===== src/rtl/spad_stream_ctrl_pkg.sv =====
// rtl/spad_stream_ctrl_pkg.sv - shared types and constants for the SPad stream controller
package spad_stream_ctrl_pkg;

  typedef enum logic [2:0] {
    ST_IDLE  = 3'd0,
    ST_FILL  = 3'd1,
    ST_READ  = 3'd2,
    ST_DRAIN = 3'd3,
    ST_DONE  = 3'd4
  } state_t;

  localparam int DEF_D_WIDTH = 32;
  localparam int DEF_A_WIDTH = 8;
  localparam int SKID_DEPTH  = 2;

endpackage


===== src/rtl/spad_skid_fifo.sv =====
// rtl/spad_skid_fifo.sv - two-entry skid FIFO absorbing the SPad read latency
module spad_skid_fifo
  import spad_stream_ctrl_pkg::*;
#(
  parameter int WIDTH = 34
) (
  input  logic             clk,
  input  logic             rst,
  input  logic             push,
  input  logic             pop,
  input  logic [WIDTH-1:0] din,
  output logic [WIDTH-1:0] dout,
  output logic [1:0]       count
);

  logic [WIDTH-1:0] mem_q [SKID_DEPTH];
  logic             wr_ptr_q;
  logic             rd_ptr_q;
  logic [1:0]       count_q;

  always_ff @(posedge clk) begin
    if (rst) begin
      mem_q[0] <= '0;
      mem_q[1] <= '0;
      wr_ptr_q <= 1'b0;
      rd_ptr_q <= 1'b0;
      count_q  <= 2'd0;
    end else begin
      if (push) begin
        mem_q[wr_ptr_q] <= din;
        wr_ptr_q        <= ~wr_ptr_q;
      end
      if (pop) begin
        rd_ptr_q <= ~rd_ptr_q;
      end
      unique case ({push, pop})
        2'b10:   count_q <= count_q + 2'd1;
        2'b01:   count_q <= count_q - 2'd1;
        default: count_q <= count_q;
      endcase
    end
  end

  // Head is read straight from storage so it holds steady while stalled.
  assign dout  = mem_q[rd_ptr_q];
  assign count = count_q;

endmodule


===== src/rtl/spad_stream_ctrl.sv =====
// rtl/spad_stream_ctrl.sv - SPad fill/replay stream controller (option: SPAD_STREAM_CTRL_ZERO_FLAG_EN)
module spad_stream_ctrl
  import spad_stream_ctrl_pkg::*;
#(
  parameter int D_WIDTH = DEF_D_WIDTH,
  parameter int A_WIDTH = DEF_A_WIDTH
) (
  input  logic               clk,
  input  logic               rst,
  input  logic               start,
  input  logic [A_WIDTH:0]   cfg_len,
  input  logic [7:0]         cfg_reps,
  output logic               busy,
  output logic               done,
  input  logic               in_valid,
  output logic               in_ready,
  input  logic [D_WIDTH-1:0] in_data,
  output logic               spad_wen,
  output logic [A_WIDTH-1:0] spad_waddr,
  output logic [D_WIDTH-1:0] spad_wdata,
  output logic               spad_ren,
  output logic [A_WIDTH-1:0] spad_raddr,
  input  logic [D_WIDTH-1:0] spad_rdata,
  output logic               out_valid,
  input  logic               out_ready,
  output logic [D_WIDTH-1:0] out_data,
  output logic               out_last
`ifdef SPAD_STREAM_CTRL_ZERO_FLAG_EN
  ,
  output logic               out_zero
`endif
);

`ifdef SPAD_STREAM_CTRL_ZERO_FLAG_EN
  localparam int FW = D_WIDTH + 2;
`else
  localparam int FW = D_WIDTH + 1;
`endif
  localparam logic [A_WIDTH:0] ONE = 1;

  state_t           state_q, state_d;
  logic [A_WIDTH:0] len_q, wcnt_q, rcnt_q;
  logic [7:0]       reps_q, pass_q;
  logic             ren_q, rlast_q, done_q;
  logic [1:0]       fifo_count;
  logic [FW-1:0]    push_word, head_word;
  logic [2:0]       occ_next;
  logic             pop, wr_hs, wr_last, rd_issue, rd_last_word, rd_last_pass;

  always_comb begin
    state_d      = state_q;
    in_ready     = 1'b0;
    wr_hs        = 1'b0;
    rd_issue     = 1'b0;
    out_valid    = (fifo_count != 2'd0);
    pop          = out_valid & out_ready;
    wr_last      = (wcnt_q == len_q - ONE);
    rd_last_word = (rcnt_q == len_q - ONE);
    rd_last_pass = (pass_q == reps_q - 8'd1);
    // Occupancy the buffer would reach if nothing else happened; keeps a slot for every read.
    occ_next     = {1'b0, fifo_count} + {2'b00, ren_q} - {2'b00, pop};

    unique case (state_q)
      ST_IDLE: begin
        if (start) begin
          if (cfg_len == '0 || cfg_reps == 8'd0) state_d = ST_DONE;
          else                                   state_d = ST_FILL;
        end
      end
      ST_FILL: begin
        in_ready = 1'b1;
        wr_hs    = in_valid;
        if (wr_hs && wr_last) state_d = ST_READ;
      end
      ST_READ: begin
        rd_issue = (occ_next < 3'd2);
        if (rd_issue && rd_last_word && rd_last_pass) state_d = ST_DRAIN;
      end
      ST_DRAIN: begin
        if (!out_valid && !ren_q) state_d = ST_DONE;
      end
      ST_DONE: state_d = ST_IDLE;
      default: state_d = ST_IDLE;
    endcase
  end

  always_ff @(posedge clk) begin
    if (rst) begin
      state_q <= ST_IDLE;
      len_q   <= '0;
      reps_q  <= 8'd0;
      wcnt_q  <= '0;
      rcnt_q  <= '0;
      pass_q  <= 8'd0;
      ren_q   <= 1'b0;
      rlast_q <= 1'b0;
      done_q  <= 1'b0;
    end else begin
      state_q <= state_d;
      done_q  <= (state_q == ST_DONE);
      ren_q   <= rd_issue;
      rlast_q <= rd_issue & rd_last_word;
      if (state_q == ST_IDLE && start) begin
        len_q  <= cfg_len;
        reps_q <= cfg_reps;
        wcnt_q <= '0;
        rcnt_q <= '0;
        pass_q <= 8'd0;
      end
      if (wr_hs) begin
        wcnt_q <= wr_last ? '0 : wcnt_q + ONE;
      end
      if (rd_issue) begin
        if (rd_last_word) begin
          rcnt_q <= '0;
          pass_q <= rd_last_pass ? 8'd0 : pass_q + 8'd1;
        end else begin
          rcnt_q <= rcnt_q + ONE;
        end
      end
    end
  end

`ifdef SPAD_STREAM_CTRL_ZERO_FLAG_EN
  assign push_word = {rlast_q, (spad_rdata == '0), spad_rdata};
  assign out_zero  = head_word[D_WIDTH];
`else
  assign push_word = {rlast_q, spad_rdata};
`endif

  spad_skid_fifo #(
    .WIDTH(FW)
  ) u_skid (
    .clk  (clk),
    .rst  (rst),
    .push (ren_q),
    .pop  (pop),
    .din  (push_word),
    .dout (head_word),
    .count(fifo_count)
  );

  assign busy       = (state_q != ST_IDLE);
  assign done       = done_q;
  assign spad_wen   = wr_hs;
  assign spad_waddr = wcnt_q[A_WIDTH-1:0];
  assign spad_wdata = wr_hs ? in_data : '0;
  assign spad_ren   = rd_issue;
  assign spad_raddr = rcnt_q[A_WIDTH-1:0];
  assign out_data   = head_word[D_WIDTH-1:0];
  assign out_last   = head_word[FW-1];

endmodule


===== config.mk =====
export PLATFORM = sky130hd
export DESIGN_NAME = spad_stream_ctrl
export DESIGN_NICKNAME = d
export VERILOG_FILES = /design/src/rtl/spad_stream_ctrl_pkg.sv /design/src/rtl/spad_skid_fifo.sv /design/src/rtl/spad_stream_ctrl.sv
export SDC_FILE = /design/constraint.sdc
export NUM_CORES = 1
export LEC_CHECK = 0
export BUFFER_PORTS_ARGS = -buffer_cell sky130_fd_sc_hd__buf_2
export CORE_ASPECT_RATIO = 0.9
export CORE_MARGIN = 2
export CORE_UTILIZATION = 30
export CTS_CLUSTER_DIAMETER = 100
export DETAILED_ROUTE_END_ITERATION = 7
export GPL_TIMING_DRIVEN = 0
export RECOVER_POWER = 25
export SLEW_MARGIN = 20
export SYNTH_ARGS = -nofsm -noshare
export SYNTH_HDL_FRONTEND = slang
export SYNTH_SLANG_ARGS = --single-unit

===== constraint.sdc =====
create_clock -name clk -period 3.93 [get_ports clk]
set_input_delay 0.9825 -clock clk [delete_from_list [all_inputs] [get_ports clk]]
set_output_delay 0.9825 -clock clk [all_outputs]
set_load 0.05 [all_outputs]

======== Word-level counts from Yosys, hierarchy flattened ========
Memory sizes are Yosys's and may differ from the RTL's. A register that Yosys moved wholly into a read port is not among the register bits.
Index checks and enable logic that the tools add are counted.
storage, ports and cells
  bits in registers ....................... 53
  latch bits .............................. 0
  RAM bits ................................ 66
  ROM bits ................................ 0
  memories kept ........................... 1
memory list
  memory        words  width  read ports  clocked after Yosys merged registers in  wr ports  RTL line              RTL
  u_skid.mem_q  2      33     1           1                                        2         spad_skid_fifo.sv:16  logic [WIDTH-1:0] mem_q [SKID_DEPTH];
cells by class
  $add $sub $neg .......................... 9
  multipliers ............................. 0
  div/mod/pow operators ................... 0
  magnitude comparators ................... 1
  equality and inequality tests ........... 13
  shifts and indexed selects .............. 0
  muxes and demuxes ....................... 30
  bitwise gates (word level) .............. 4
  reduce and logical (&&, ||, !) cells .... 18
operators by type and width
  operator               number
  $mux W9                5
  $mux W33               1
  $reduce_or A33 Y1      1
  $mux W32               1
  $mux W8                4
  $add A9 B1 Y9 const B  2
  $eq A9 B9 Y1           2
  $mux W3                5
  $mux W1                12
  $pmux W3 S4            1
  $logic_not A9 Y1       1
  $sub A9 B1 Y9 const B  1
  $add A8 B1 Y8 const B  1
  $eq A8 B8 Y1           1
  $logic_not A8 Y1       1
  $ne A2 B2 Y1 const B   4
  $reduce_bool A2 Y1     4
  $sub A8 B1 Y8 const B  1
  $eq A3 B2 Y1 const B   2
  $logic_and A1 B1 Y1    5
  $pmux W2 S2            1
  $reduce_and A4 Y1      1
  $add A2 B1 Y3          1
  $eq A3 B1 Y1 const B   1
  other kinds (13)       16

======== Logic depth before layout (Yosys ltp) ========
  word-level depth ........................ 8
  mapped depth ............................ 13
  depth with buffers taken out ............ 11

======== Hierarchy ========
From an unflattened synthesis, not the netlist that was laid out.
second synthesis, totals
  cell total of the unflattened synthesis .. 669
  area, all modules ....................... 6488.7 µm²
modules (own cells, without submodules)
  module            instances  cells each  area an instance (µm²)
  spad_stream_ctrl  1          434         3410.8
  spad_skid_fifo    1          235         3078.0

======== Worst setup path before layout ========
No wires, ideal clock.
  kind .................................... input to output
  start ................................... input port out_ready
  end ..................................... output port spad_ren
  arrival ................................. 2.857 ns
  required time ........................... 2.947 ns
  path slack .............................. 0.091 ns
  cell stages on the path ................. 7
  path buffers ............................ 1
  cells stage by stage .................... nor2b_1 -> ha_1 -> nor2_1 -> fa_1 -> or4_1 -> clkbuf_1 -> inv_2
between the ends
  longest elaborated chain between the ends .. 4
RTL lines
  item           RTL line                RTL
  from (decl)    spad_stream_ctrl.sv:25  input logic out_ready,
  $and A1 B1 Y1  spad_stream_ctrl.sv:56  pop = out_valid & out_ready;
  $sub A3 B1 Y3  spad_stream_ctrl.sv:61  occ_next = {1'b0, fifo_count} + {2'b00, ren_q} - {2'b00, pop};
  $lt A3 B2 Y1   spad_stream_ctrl.sv:76  rd_issue = (occ_next < 3'd2);
  $mux W1        spad_stream_ctrl.sv:63  unique case (state_q)
  to (decl)      spad_stream_ctrl.sv:21  output logic spad_ren,
Every way passes these cells.

======== Worst setup path in the final report ========
  start ................................... input port out_ready
  end ..................................... output port spad_ren
between the ends
  longest elaborated chain between the ends .. 4
RTL lines
  item           RTL line                RTL
  $and A1 B1 Y1  spad_stream_ctrl.sv:56
  net pop        spad_stream_ctrl.sv:48  logic pop, wr_hs, wr_last, rd_issue, rd_last_word, rd_last_pass;
  $sub A3 B1 Y3  spad_stream_ctrl.sv:61
  $lt A3 B2 Y1   spad_stream_ctrl.sv:76
  $mux W1        spad_stream_ctrl.sv:63
The timed path passes the listed nets, and every way through them passes these cells.

==> impl_metrics.tcl <==
set metrics [dict create \
    ios 173 \
    dp_slack_ps -396 \
    globalplace.congestion 0.797 \
    tns_ps 0 \
    die_w_um 159 \
    drtIter0Drc 308 \
    layout.nets 955 \
    synthDistinctLibCells 62 \
    endpoint_kind "primary output" \
    synth_nets 762 \
    ant_nets 0 \
    synth-async-reset-ratio_pct 0 \
    min_path_cells 2 \
    cts.path.max_buffers 2 \
    antenna_cells 0 \
    min_path_type "reg2reg" \
    worst_clock_skew_ps 8.77 \
    finalHoldViolations 0 \
    ys_top_cells_by_area "edfxtp_1, dfxtp_1, and2_1" \
    port_buffers 171 \
    syn-instance-count 668 \
    slew_violations 0 \
    final_cell_mix "buf_2, edfxtp_1, nand2_1, and2_1, dfxtp_1" \
    clkTransAtPathRegs_ps 60 \
    timing.rr.end "rcnt_q[2]" \
    synth_edf_count 66 \
    regToRegStartpoint "u_skid.count[0]" \
    ys_ff_latch 120 \
    grt-ovfl-total 0 \
    p_leak_nw 3.55 \
    synth_flop_cell "edfxtp_1" \
    setup_slack_ps 89.6 \
    cts_buffers 17 \
    area_growth_pct 29.0 \
    setup_viol 0 \
    yosys_warnings 0 \
    via_per_inst 4.69 \
    grt_first_pass_wirelength_um 26500 \
    cts_max_level 4 \
    cts_root_buf "clkbuf_16" \
    r2r_slack_ps 650 \
    grt_usage_pct 14.7 \
    syn_avg_cell_area_um2 9.75 \
    ir_worst_vdd_mv 0.422 \
    yosys.area.top_type "edfxtp_1" \
    die_y_um 144 \
    crit_type "in2out" \
    slew_headroom_pct 8.70 \
    insertion_delay_ps 420 \
    ff2ff_path_depth 11 \
    period_needed_ps 3840 \
    cp.required_ps 2950 \
    max_slew.worst_pin.slew_ps 1370 \
    seq_area_frac_synth_pct 47.0 \
    wl_um 16900 \
    cap_violations 0 \
    coreArea_um2 21400 \
    grt_pass1_vias 5156 \
    total_power_mw 5.14 \
    fill_cells 2191 \
    status "complete, no violations" \
    grt_max_degree 34 \
    synth_area_um2 6510 \
    cts_tree "done" \
    critPathMaxFanout 3 \
    min_to "reps_q[1]" \
    antenna_found_initial 0 \
    num_rows 51 \
    start_kind "primary input" \
    fmax_mhz 260 \
    die_area_um2 22900 \
    clock_sinks 120 \
    min_period_over_period_pct 97.7 \
    powerDensity_nw_per_um2 612 \
    final_common_cell "buf_2" \
    cts_hold_buf 0 \
    hp-start "reps_q[1]" \
    dpl.hpwl_um 12200 \
    initial_utilization_pct 30.4 \
    post_drt_wl_per_cell_um 14.5 \
    via_count 5459 \
    holdWs_ps 490 \
    layout-drive-gt1-share_pct 31.0 \
    dr.pass1.iters 5 \
    yosysTopAreaCellShare_pct 30.4 \
    rsz0062_at_grt "no" \
    crit_arrival_ps 2860 \
    drc_errors 0 \
]
-- cell families after synthesis --
family	synth area share, %
simple gates	24.9
flops	47.0
compound gates	9.38
buf+inv	5.48
xor+xnor	5.86
mux	5.71
fa+ha+maj	1.65
-- synth_stat cells (3+ instances only) --
library cell,number
and2_1,76
edfxtp_1,66
nand2_1,63
dfxtp_1,54
and3_1,38
a21oi_1,34
mux2_2,33
clkbuf_1,32
nor2_1,30
xnor2_1,30
nand3_1,26
buf_4,17
inv_1,14
nor3_1,12
nor4_1,12
o211ai_1,12
xor2_1,11
o21ai_0,9
o2111ai_1,8
ha_1,7
buf_2,6
nor3b_1,6
o22ai_1,6
buf_1,5
nor2b_1,5
or2_2,5
nand2b_1,4
o21ai_1,3
o221ai_1,3
or4_1,3
-- worst max path at each step --
stage               startpoint  cells past startpoint  slack, ps       end
floorplan            out_ready                      7         90  spad_ren
global placement     out_ready                      9       -370  spad_ren
detailed placement   out_ready                      9       -400  spad_ren
CTS                  out_ready                      8          9  spad_ren
global route         out_ready                      9         20  spad_ren
finish               out_ready                      9         90  spad_ren
-- worst max-delay path, stage by stage --
cell and delay (ps):
buf_2 120, nor2b_4 140, ha_1 280, nor2_1 40
fa_1 380, xnor2_1 150, or4_4 530, inv_4 90
buf_8 140
-- layer usage --
layer | global-route usage [%] | up-vias | share of wire (%)
met5 | 0 | - | 0
met4 | 4.31 | 0 | 0.87
met3 | 3.75 | 16 | 5.6
met2 | 22.8 | 161 | 45
met1 | 20.1 | 2530 | 49
li1 | - | 2752 | -
-- what timing repair did --
item | CTS | global route
cloned | 0 | 0
setup buffers | 0 | 3
gates resized for setup | 6 | 2
endpoints found under the setup margin | 1 | 1
endpoints found under the hold margin | 0 | 0
pin swaps | 0 | 1
-- stage by stage --
step	instances	utilization, %	cell area [µm²]
final	1164	39.2	8400
after global routing	1164	39.2	8400
after CTS	1161	39.2	8400
after detailed placement	1131	36.2	7770
after global placement	1130	36.1	7730
after floorplan	668	-	6510
-- power breakdown --
group          internal [mW]  leakage (nW)  switching (mW)
sequential              1.46          1.12          0.0840
combinational          0.599          2.13            1.33
clock                   1.06         0.296           0.604
-- sequential cells by signal, summed over array words and instances (netlist names), named ones only --
register and count:
u_skid.mem_q 66, len_q 9, rcnt_q 9, wcnt_q 9
pass_q 8, reps_q 8, state_q 3, u_skid.count 2
done 1, ren_q 1, rlast_q 1, u_skid.rd_ptr_q 1
u_skid.wr_ptr_q 1
-- area by class of cell --
cell class / count / area [µm²] / area share, %
Buffer: 59 / 293 / 3.49
Clock inverter: 14 / 195 / 2.32
Inverter: 16 / 62.6 / 0.745
Multi-Input combinational cell: 472 / 3110 / 37.0
Sequential cell: 120 / 3060 / 36.5
Tap cell: 291 / 364 / 4.34
Clock buffer: 17 / 425 / 5.07
Timing Repair Buffer: 175 / 885 / 10.5
Power figures use the tool's default switching activity.
